$ cat src/rtl/lav_operand_feeder.sv
// Operand-pair feeder: buffers upstream pairs and presents each to the IP top for a fixed hold time.
// Optional macro LAV_FEEDER_DONE_WAIT_EN adds a WAIT state that waits for lav_done (8-cycle timeout).
module lav_operand_feeder #(
    parameter int FIFO_DEPTH  = 4,
    parameter int HOLD_CYCLES = 3
) (
    input  logic       upf_clk,
    input  logic       lav_reset,
    input  logic       lav_s_valid,
    output logic       lav_s_ready,
    input  logic [7:0] lav_s_op1,
    input  logic [7:0] lav_s_op2,
    input  logic       lav_s_c,
    output logic [7:0] lav_in1,
    output logic [7:0] lav_in2,
    output logic       lav_c,
    output logic       lav_en,
    input  logic       lav_done,
    output logic       lav_busy,
    output logic [3:0] lav_level
);

    localparam int PTR_W = (FIFO_DEPTH <= 2) ? 1 : $clog2(FIFO_DEPTH);
    localparam logic [3:0] DEPTH_L = 4'(FIFO_DEPTH);
    localparam logic [3:0] HOLD_LOAD = 4'(HOLD_CYCLES - 1);
    localparam logic [PTR_W-1:0] PTR_ONE = PTR_W'(1);

    typedef enum logic [1:0] {
        IDLE = 2'd0,
        HOLD = 2'd1
`ifdef LAV_FEEDER_DONE_WAIT_EN
        , WAIT = 2'd2
`endif
    } state_t;

    state_t           state_q, state_d;
    logic [PTR_W-1:0] wr_ptr_q, wr_ptr_d;
    logic [PTR_W-1:0] rd_ptr_q, rd_ptr_d;
    logic [3:0]       level_q, level_d;
    logic [3:0]       cnt_q, cnt_d;
    logic [7:0]       in1_q, in1_d;
    logic [7:0]       in2_q, in2_d;
    logic             c_q, c_d;
    logic             en_q, en_d;
    logic [16:0]      mem_q [FIFO_DEPTH];
    logic [16:0]      head;
    logic             push;
    logic             pop;
    logic             finish;
    logic             empty;

`ifdef LAV_FEEDER_DONE_WAIT_EN
    logic [2:0] wcnt_q, wcnt_d;
`else
    logic unused_done;
    assign unused_done = lav_done;
`endif

    // No bypass: readiness depends only on the registered level.
    assign lav_s_ready = (level_q != DEPTH_L);
    assign push        = lav_s_valid & lav_s_ready & ~lav_reset;
    assign empty       = (level_q == 4'd0);
    assign head        = mem_q[rd_ptr_q];

    assign lav_in1   = in1_q;
    assign lav_in2   = in2_q;
    assign lav_c     = c_q;
    assign lav_en    = en_q;
    assign lav_busy  = (state_q != IDLE);
    assign lav_level = level_q;

    always_ff @(posedge upf_clk) begin
        if (push) begin
            mem_q[wr_ptr_q] <= {lav_s_c, lav_s_op2, lav_s_op1};
        end
    end

    always_comb begin
        state_d  = state_q;
        rd_ptr_d = rd_ptr_q;
        cnt_d    = cnt_q;
        in1_d    = in1_q;
        in2_d    = in2_q;
        c_d      = c_q;
        en_d     = en_q;
        pop      = 1'b0;
        finish   = 1'b0;
`ifdef LAV_FEEDER_DONE_WAIT_EN
        wcnt_d   = wcnt_q;
`endif
        case (state_q)
            IDLE: finish = 1'b1;
            HOLD: begin
                if (cnt_q != 4'd0) begin
                    cnt_d = cnt_q - 4'd1;
                end else begin
`ifdef LAV_FEEDER_DONE_WAIT_EN
                    state_d = WAIT;
                    en_d    = 1'b1;
                    wcnt_d  = 3'd0;
`else
                    finish  = 1'b1;
`endif
                end
            end
`ifdef LAV_FEEDER_DONE_WAIT_EN
            WAIT: begin
                // wcnt_q == 7 marks the eighth WAIT cycle.
                if (lav_done || (wcnt_q == 3'd7)) begin
                    finish = 1'b1;
                end else begin
                    wcnt_d = wcnt_q + 3'd1;
                end
            end
`endif
            default: state_d = IDLE;
        endcase

        // End of a presentation (or idling): issue the next pair back-to-back, else go idle.
        if (finish) begin
            if (!empty) begin
                pop = 1'b1;
            end else begin
                state_d = IDLE;
                en_d    = 1'b1;
            end
        end

        if (pop) begin
            in1_d    = head[7:0];
            in2_d    = head[15:8];
            c_d      = head[16];
            en_d     = 1'b0;
            cnt_d    = HOLD_LOAD;
            state_d  = HOLD;
            rd_ptr_d = rd_ptr_q + PTR_ONE;
        end
    end

    assign wr_ptr_d = push ? (wr_ptr_q + PTR_ONE) : wr_ptr_q;
    assign level_d  = level_q + {3'b000, push} - {3'b000, pop};

    always_ff @(posedge upf_clk or posedge lav_reset) begin
        if (lav_reset) begin
            state_q  <= IDLE;
            wr_ptr_q <= '0;
            rd_ptr_q <= '0;
            level_q  <= 4'd0;
            cnt_q    <= 4'd0;
            in1_q    <= 8'd0;
            in2_q    <= 8'd0;
            c_q      <= 1'b0;
            en_q     <= 1'b1;
`ifdef LAV_FEEDER_DONE_WAIT_EN
            wcnt_q   <= 3'd0;
`endif
        end else begin
            state_q  <= state_d;
            wr_ptr_q <= wr_ptr_d;
            rd_ptr_q <= rd_ptr_d;
            level_q  <= level_d;
            cnt_q    <= cnt_d;
            in1_q    <= in1_d;
            in2_q    <= in2_d;
            c_q      <= c_d;
            en_q     <= en_d;
`ifdef LAV_FEEDER_DONE_WAIT_EN
            wcnt_q   <= wcnt_d;
`endif
        end
    end

endmodule

$ cat config.mk
export PLATFORM = sky130hd
export DESIGN_NAME = lav_operand_feeder
export DESIGN_NICKNAME = d
export VERILOG_FILES = /design/src/rtl/lav_operand_feeder.sv
export SDC_FILE = /design/constraint.sdc
export NUM_CORES = 1
export LEC_CHECK = 0
export ABC_AREA = 0
export CAP_MARGIN = 40
export CORE_AREA = 3 3 94 96
export DETAILED_ROUTE_END_ITERATION = 10
export DIE_AREA = 0 0 97 99
export PLACE_DENSITY = 0.69
export SYNTH_ARGS = -nofsm -noshare
export SYNTH_HDL_FRONTEND = slang
export SYNTH_SLANG_ARGS = --single-unit
$ cat constraint.sdc
create_clock -name upf_clk -period 3 [get_ports upf_clk]
set_input_delay 0.6 -clock upf_clk [delete_from_list [all_inputs] [get_ports upf_clk]]
set_output_delay 0.6 -clock upf_clk [all_outputs]
set_load 0.01 [all_outputs]
Yosys cells after proc, flatten, opt, wreduce, memory -nomap -nowiden --
Memories as Yosys holds them, arrays and structs flattened. A register that Yosys moved wholly into a read port is not among the register bits. Index checks and enable logic that the tools add are counted.
Storage, ports and cells: register bits after elaboration 15, memory bits (writable) 68, input bits 21, output and inout bits 24, word-level logic and storage cells 44, memories 1
Operators by class: $add $sub $neg 5, eq/ne operators 2, multiplexer cells 16, bitwise logic cells 3, reduce and logical (&&, ||, !) cells 11
Memory list:
- mem_q | words 4, bits a word 17, read ports 1, clocked after memory_dff 1, write ports 1, line 45 | logic [16:0] mem_q [FIFO_DEPTH];
Operators with widths (number):
- $mux 4 | 3
- $reduce_bool 2->1 | 5
- $mux 1 | 8
- $mux 2 | 4
- $add 2x1->2 const B | 2
- $add 4x1->4 | 1
- $logic_not 4->1 | 1
- $ne 4x3->1 const B | 1
- $reduce_and 2->1 | 2
- $reduce_bool 4->1 | 1
- $sub 4x1->4 | 1
- $sub 4x1->4 const B | 1
- $and 1x1->1 | 2
- $eq 2x1->1 const B | 1
- $logic_not 2->1 | 1
- $pmux 1 s2 | 1
- $reduce_or 2->1 | 1
- $not 1->1 | 1

Depth between registers and ports, before layout --
Gate-level depths: netlist (run 1).
depth after elaboration 6, mapped depth 12, mapped depth without buffers 11

Least setup slack after synthesis (run 1) --
Ideal clock, no wire load.
path kind input-to-reg, from input lav_reset, to register level_q[2], in the netlist lav_level[2], setup time 0.123 ns, arrival 2.811 ns, path slack 0.066 ns, cell stages on the path 10, buffers on the path 1, path through inv_1 -> and3_1 -> clkbuf_1 -> inv_1 -> ha_1 -> inv_1 -> ha_1 -> inv_1 -> fa_1 -> xnor2_1
On the way: longest elaborated chain between the ends 4
Ends and longest elaborated chain:
- from (decl) | line 8 | input logic lav_reset,
- $not 1->1 | line 61 | assign push = lav_s_valid & lav_s_ready & ~lav_reset;
- $and 1x1->1 | line 61
- $add 4x1->4 | line 141 | assign level_d = level_q + {3'b000, push} - {3'b000, pop};
- $sub 4x1->4 | line 141
- named net level_d[2] | line 39 | logic [3:0] level_q, level_d;
- to (signal assigned) | line 161 | level_q <= level_d;
- to (decl) | line 39
The timed path passes the listed nets, and every way through them passes these cells. A chain may end at the register's enable or synchronous reset.

Final worst setup path (run 1) --
from register cnt_q[0], to register level_q[2], in the netlist lav_level[2]
On the way: longest elaborated chain between the ends 5
Ends and longest elaborated chain:
- from (decl) | line 40 | logic [3:0] cnt_q, cnt_d;
- from (signal assigned) | line 162 | cnt_q <= cnt_d;
- $reduce_bool 4->1 | line 94 | if (cnt_q != 4'd0) begin
- $mux 1 | line 94
- $pmux 1 s2 | line 91 | case (state_q)
- $mux 1 | line 120 | if (finish) begin
- $sub 4x1->4 | line 141
- named net level_d[2] | line 39
The timed path passes the listed nets, and every way through them passes these cells.

==> impl_metrics.yaml, run 1 <==
critical_path:
  r2r_slack_ps: 350
  crit_chain: "inv_1 -> ha_1 -> or3b_1 -> a211oi_4 -> ha_1 -> inv_1 -> ha_1 -> inv_1 -> fa_1 -> xnor2_1"
  start_kind: "flop"
  crit_type: "flop to flop"
  crit_buf_inv: 3
  rr_startpoint: "cnt_q[0]"
  cp.required_ps: 3240
  cp-end-kind: "flop"
  timing.rr.end: "lav_level[2]"
  slowest_delay_ps: 500
  worst_path_max_delay_cell: "or3b_1"
  cp_max_fo: 7
  reg2reg_depth: 10
  crit_family: "adder cells"
  arrival_ps: 2890
timing:
  clock_skew_ps: 12.0
  slew_headroom_pct: 60.7
  timing.fmax_mhz: 378
  rsz0062_at_grt: "no"
  finalHoldViolCount: 0
  fin_tns_setup_ps: 0
  slew_violations: 0
  final-setup-viol-count: 0
  fin_crit_sh_pct: 88.3
  worst_pin_slew_ps: 588
  period_minus_slack_ps: 2650
clock_network:
  numCtsBuffers: 9
  root_buffer: "clkbuf_8"
  clock_latency_ps: 350
  htreeDepth: 3
  cts_tree: "yes"
  post_cts_resized: 0
  hold_buffers: 0
  clk_pin_slew_ps: 90
  postCtsSetupBuffers: 0
  cts_sinks: 100
  clockBufferDepth: 2
grt:
  grt_antenna_before_repair: 0
  grtUsageTotal_pct: 14.7
  grt-ovfl-total: 0
  grt_max_degree: 33
  first_global_vias: 2107
  grt_pass1_wl_um: 10800
min_path:
  worst_hold_path_type: "flop to flop"
  holdPathEnd: "lav_in2[5]"
  min_path_cells: 1
  hp-start: "lav_in2[5]"
power:
  p_int_uw: 3440
  p_per_area_nw_per_um2: 960
  p_leak_uw: 0.00183
  combPwrFrac_pct: 34.7
  ir_worst_vdd_mv: 0.388
  switching_power_uw: 1290
  clkPwrFrac_pct: 23.1
  p_seq_share_pct: 42.2
  swShare_pct: 27.3
synthesis:
  syn_inst: 209
  async_flop_share_pct: 32.0
  avgSynthCellArea_um2: 19.2
  synthFlopType: "edfxtp_1"
  synth-edff-count: 68
  synth-seq-cells: 100
  netlist.top_cell.by_area: "edfxtp_1"
  synth.area.top_cells: "edfxtp_1, dfrtp_1, mux4_2, mux2_4, ha_1"
  syn_area_um2: 4010
  synth_common_cells: "edfxtp_1, dfrtp_1, mux4_2, inv_1, ha_1"
  synth.most_common_cell: "edfxtp_1"
  synth_top_area_share_pct: 50.9
  ys_warn_count: 0
  yosys.cell_types.count: 38
  syn_nets: 242
  ys_seq_area_share_pct: 70.9
placed_design:
  place.port_buffers: 43
  dp_hpwl_um: 4260
  dpl_cell_area_um2: 4660
  gp_congestion: 0.672
  dp.cells: 358
layout:
  stdcell_count: 374
  drive_above_1_share_pct: 24.5
  areaGrowthSynthToFinish_pct: 22.8
  multi_input_area_um2: 1060
  n_antenna_cell: 0
  nFillCells: 617
  seq_area_um2: 2840
  nNetsFinal: 297
  design_area_um2: 4930
detailed_routing:
  viasPerCell: 5.17
  postRouteAntennaNets: 0
  vias: 1933
  wl_um: 6480
  first_pass_iters: 4
  initialDrtViolationCount: 72
  wl_per_cell_um: 17.3
  drc: 0
floorplanning:
  die_h_um: 99
  core_um2: 8130
  die-area_um2: 9600
  fp-row-count: 33
  die_w_um: 97
  start_util_pct: 49.3
  io-pin-count: 45
job:
  maxCapViolations: 0
outcome:
  outcome: "completed"
[how the worst max path moves through the flow]
stage | startpoint | to | slack, ps | cells after the start
floorplan | lav_reset | lav_level[2] | 70 | 10
global placement | cnt_q[0] | lav_level[2] | 410 | 10
detailed placement | cnt_q[0] | lav_level[2] | 380 | 10
CTS | cnt_q[0] | lav_level[2] | 340 | 10
global route | cnt_q[0] | lav_level[2] | 200 | 10
finish | cnt_q[0] | lav_level[2] | 350 | 10
[placed cells by master, fill, tap and decap left out, drive strengths merged, types with 2 or more instances in the layout]
cell	n
edfxtp	68
clkdlybuf4s50	43
dfrtp	31
mux2	19
mux4	17
inv	15
ha	11
clkbuf	10
buf	9
and2	4
bufinv	4
o21ai	3
a21oi	3
xnor2	3
nor3b	2
nand2b	2
nand2	2
nor4	2
xor2	2
or3b	2
and3	2
[cell type report]
type,count,share of cell area (%)
clock inverters,6,2.69
inverters,14,1.07
repair buffers,52,11.5
flip-flops and latches,100,57.7
clock buffers,10,2.79
well taps,105,2.67
multi-input cells,87,21.6
[metal layers]
layer | share of wire (%) | vias up | wire, um | global-route usage, %
met5 | 0 | - | 0 | 0
met1 | 42 | 987 | 2750 | 18.7
met4 | 1.3 | 0 | 87 | 4.86
met3 | 4.1 | 8 | 263 | 2.62
li1 | - | 899 | - | -
met2 | 52 | 39 | 3370 | 25.5
[sequential cells by signal, indices dropped and copies added (netlist names)]
signal / flops
mem_q: 68
lav_in1: 8
lav_en: 1
wr_ptr_q: 2
state_q: 2
rd_ptr_q: 2
lav_level: 4
lav_c: 1
lav_in2: 8
cnt_q: 4
[through the flow]
stage / hold WS [ps] / power [uW] / worst slack (ps) / util, %
floorplan: 506 / 3060 / 66.4 / -
global placement: 490 / 3630 / 407 / 56.9
detailed placement: 492 / 3700 / 379 / 57.3
CTS: 516 / 4800 / 345 / 60.6
global route: 530 / 5010 / 197 / 60.6
finish: 509 / 4730 / 351 / 60.6
[power by group through the flow]
stage	clock [uW]	combinational (uW)	sequential (uW)
6_report	1090	1640	2000
5_1_grt	1180	1800	2040
4_1_cts	1120	1680	2000
3_5_place_dp	0	1680	2030
3_3_place_gp	0	1570	2060
2_1_floorplan	0	1020	2040
[cell families (layout without fill, tap and decap cells)]
group                    count (synthesis)  count (layout)  synth area share (%)
buffers and inverters                   22              82                  2.68
other                                    1               1                0.0934
AO/OA/AOI/OAI                           12              12                  2.31
XOR/XNOR                                 5               5                  1.09
multiplexers                            36              36                  15.8
flip-flops                             100             100                  70.9
AND/OR/NAND/NOR                         21              21                  3.24
adder cells (fa/ha/maj)                 12              12                  3.93
(Power assumes the default switching activity.)
==> run 2, diff against run 1 <==
--- a/config.mk
+++ b/config.mk
@@ -10,6 +10,7 @@
 export CORE_AREA = 3 3 94 96
 export DETAILED_ROUTE_END_ITERATION = 10
 export DIE_AREA = 0 0 97 99
+export GPL_TIMING_DRIVEN = 0
 export PLACE_DENSITY = 0.69
 export SYNTH_ARGS = -nofsm -noshare
 export SYNTH_HDL_FRONTEND = slang
==> impl_metrics.yaml, run 2 (synthesis gave the netlist of run 1 again) <==
grt:
  grt_antenna_before_repair: 0
  grt_max_degree: 18
  grtUsageTotal_pct: 15.7
  grt_pass1_wl_um: 11400
  grt-ovfl-total: 0
  first_global_vias: 2134
layout:
  layout_common_cells: "edfxtp_1, clkdlybuf4s50_1, dfrtp_1"
  nNetsFinal: 303
  drive_above_1_share_pct: 25.5
  largest_reg_flops: 68
  top_register: "mem_q"
  n_antenna_cell: 0
  mostFrequentLayoutCell: "edfxtp_1"
  utilization_pct: 60.0
  areaGrowthSynthToFinish_pct: 21.6
critical_path:
  worst_path_max_delay_cell: "dfrtp_1"
  crit_buf_inv: 5
  cp_max_fo: 10
  arrival_ps: 3060
  start_kind: "flop"
  crit_type: "flop to flop"
  path_depth: 12
  reg2reg_depth: 12
  crit_family: "adder cells"
  cp.required_ps: 3250
  slowest_delay_ps: 420
  crit_top_cell: "inv_1"
  cp-end-kind: "flop"
  crit_chain: "inv_1 -> ha_2 -> or3b_1 -> buf_6 -> a211oi_4 -> buf_6 -> ha_1 -> inv_1 -> ha_1 -> inv_1 -> fa_1 -> xnor2_1"
timing:
  clock_skew_ps: 14.7
  timing.fmax_mhz: 356
  holdWs_ps: 514
  worst_pin_slew_ps: 647
  setup_ws_ps: 189
  slew_headroom_pct: 56.8
  fin_crit_sh_pct: 93.7
  finalHoldViolCount: 0
  rsz0062_at_grt: "no"
  final-setup-viol-count: 0
  slew_violations: 0
  period_minus_slack_ps: 2810
power:
  p_per_area_nw_per_um2: 918
  ir_worst_vdd_mv: 0.318
  total_power_uw: 4480
  p_leak_uw: 0.00181
clock_network:
  numCtsBuffers: 9
  clockBufferDepth: 2
  cts_tree: "yes"
  hold_buffers: 0
  htreeDepth: 3
  cts_sinks: 100
  clock_latency_ps: 360
  root_buffer: "clkbuf_8"
  clk_pin_slew_ps: 90
floorplanning:
  fp-row-count: 33
  die-area_um2: 9600
  start_util_pct: 49.3
  die_h_um: 99
  die_w_um: 97
  core_um2: 8130
  io-pin-count: 45
detailed_routing:
  vias: 1951
  wl_met3_um: 236
  viasPerCell: 5.13
  wl_um: 6880
  first_pass_iters: 4
  initialDrtViolationCount: 87
  drc: 0
  met1Wirelength_um: 3030
  wl_per_cell_um: 18.1
  dr_wl_met2_um: 3530
  top_layer: "met4"
  postRouteAntennaNets: 0
placed_design:
  preCtsSetupSlack_ps: -539
  place.port_buffers: 43
  dp_hpwl_um: 4730
  gp_congestion: 0.736
outcome:
  outcome: "completed"
job:
  maxCapViolations: 0
min_path:
  worst_hold_path_type: "flop to flop"
  min_path_cells: 1
[run 2: report_power, final]
group          internal, uW  switching (uW)  total, uW
registers              1800             178       1980
clock network           385             434        820
logic                   981             702       1680
total                  3170            1310       4480
[run 2: stage by stage]
| step | TNS, ps | cell area, um^2 | std cells |
|---|---|---|---|
| CTS | 0 | 4880 | 380 |
| detailed placement | -10940 | 4680 | 362 |
| global placement | -59830 | 4580 | 357 |
| global route | 0 | 4880 | 380 |
| finish | 0 | 4880 | 380 |
| floorplan | 0 | 4010 | 209 |
[run 2: metal layers]
layer | global-route usage (%) | vias up
li1 | - | 914
met1 | 20.0 | 991
met2 | 26.6 | 37
met3 | 3.26 | 9
met4 | 6.16 | 0
met5 | 0 | -
[run 2: cell type report]
cell class / instances / area (um^2)
fillers: 630 / 3250
flip-flops and latches: 100 / 2840
multi-input cells: 87 / 1060
repair buffers: 50 / 546
clock buffers: 11 / 131
well taps: 105 / 131
inverters: 14 / 56.3
plain buffers: 8 / 55.1
clock inverters: 5 / 53.8
[run 2: worst reg2reg max path, delay by kind of cell, from the launching register on]
| kind | cells | cell delay, ps |
|---|---|---|
| AOI/OAI and AO/OA | 1 | 250 |
| and+or+nand+nor | 1 | 370 |
| DFF | 1 | 420 |
| buffers and inverters | 5 | 550 |
| adders and majority gates | 4 | 990 |
| xor gates and xnor gates | 1 | 140 |
[run 2: path summary, 6_finish.rpt]
path                            startpoint           end  slack (ps)
worst max-delay path              cnt_q[0]  lav_level[2]         190
worst max register to register    cnt_q[0]  lav_level[2]         190
worst min-delay path            lav_in2[6]    lav_in2[6]         510
worst min register to register  lav_in2[6]    lav_in2[6]         510
min in group asynchronous        lav_reset    lav_in2[0]         690
max in group asynchronous        lav_reset        lav_en        1840
[run 2: timing repair]
item / in CTS / in global routing
pin swaps: 1 / 0
buffers inserted: 2 / 0
gates resized for setup: 1 / 1
endpoints found under the setup margin: 3 / 1
hold endpoints to repair: 0 / 0
==> run 3, diff against run 2 <==
--- a/config.mk
+++ b/config.mk
@@ -8,8 +8,10 @@
 export ABC_AREA = 0
 export CAP_MARGIN = 40
 export CORE_AREA = 3 3 94 96
+export CTS_CLUSTER_DIAMETER = 50
 export DETAILED_ROUTE_END_ITERATION = 10
 export DIE_AREA = 0 0 97 99
+export GPL_ROUTABILITY_DRIVEN = 0
 export GPL_TIMING_DRIVEN = 0
 export PLACE_DENSITY = 0.69
 export SYNTH_ARGS = -nofsm -noshare
==> results of run 3 <==
No change in the layout: final DEF, timing and power equal those of run 2.
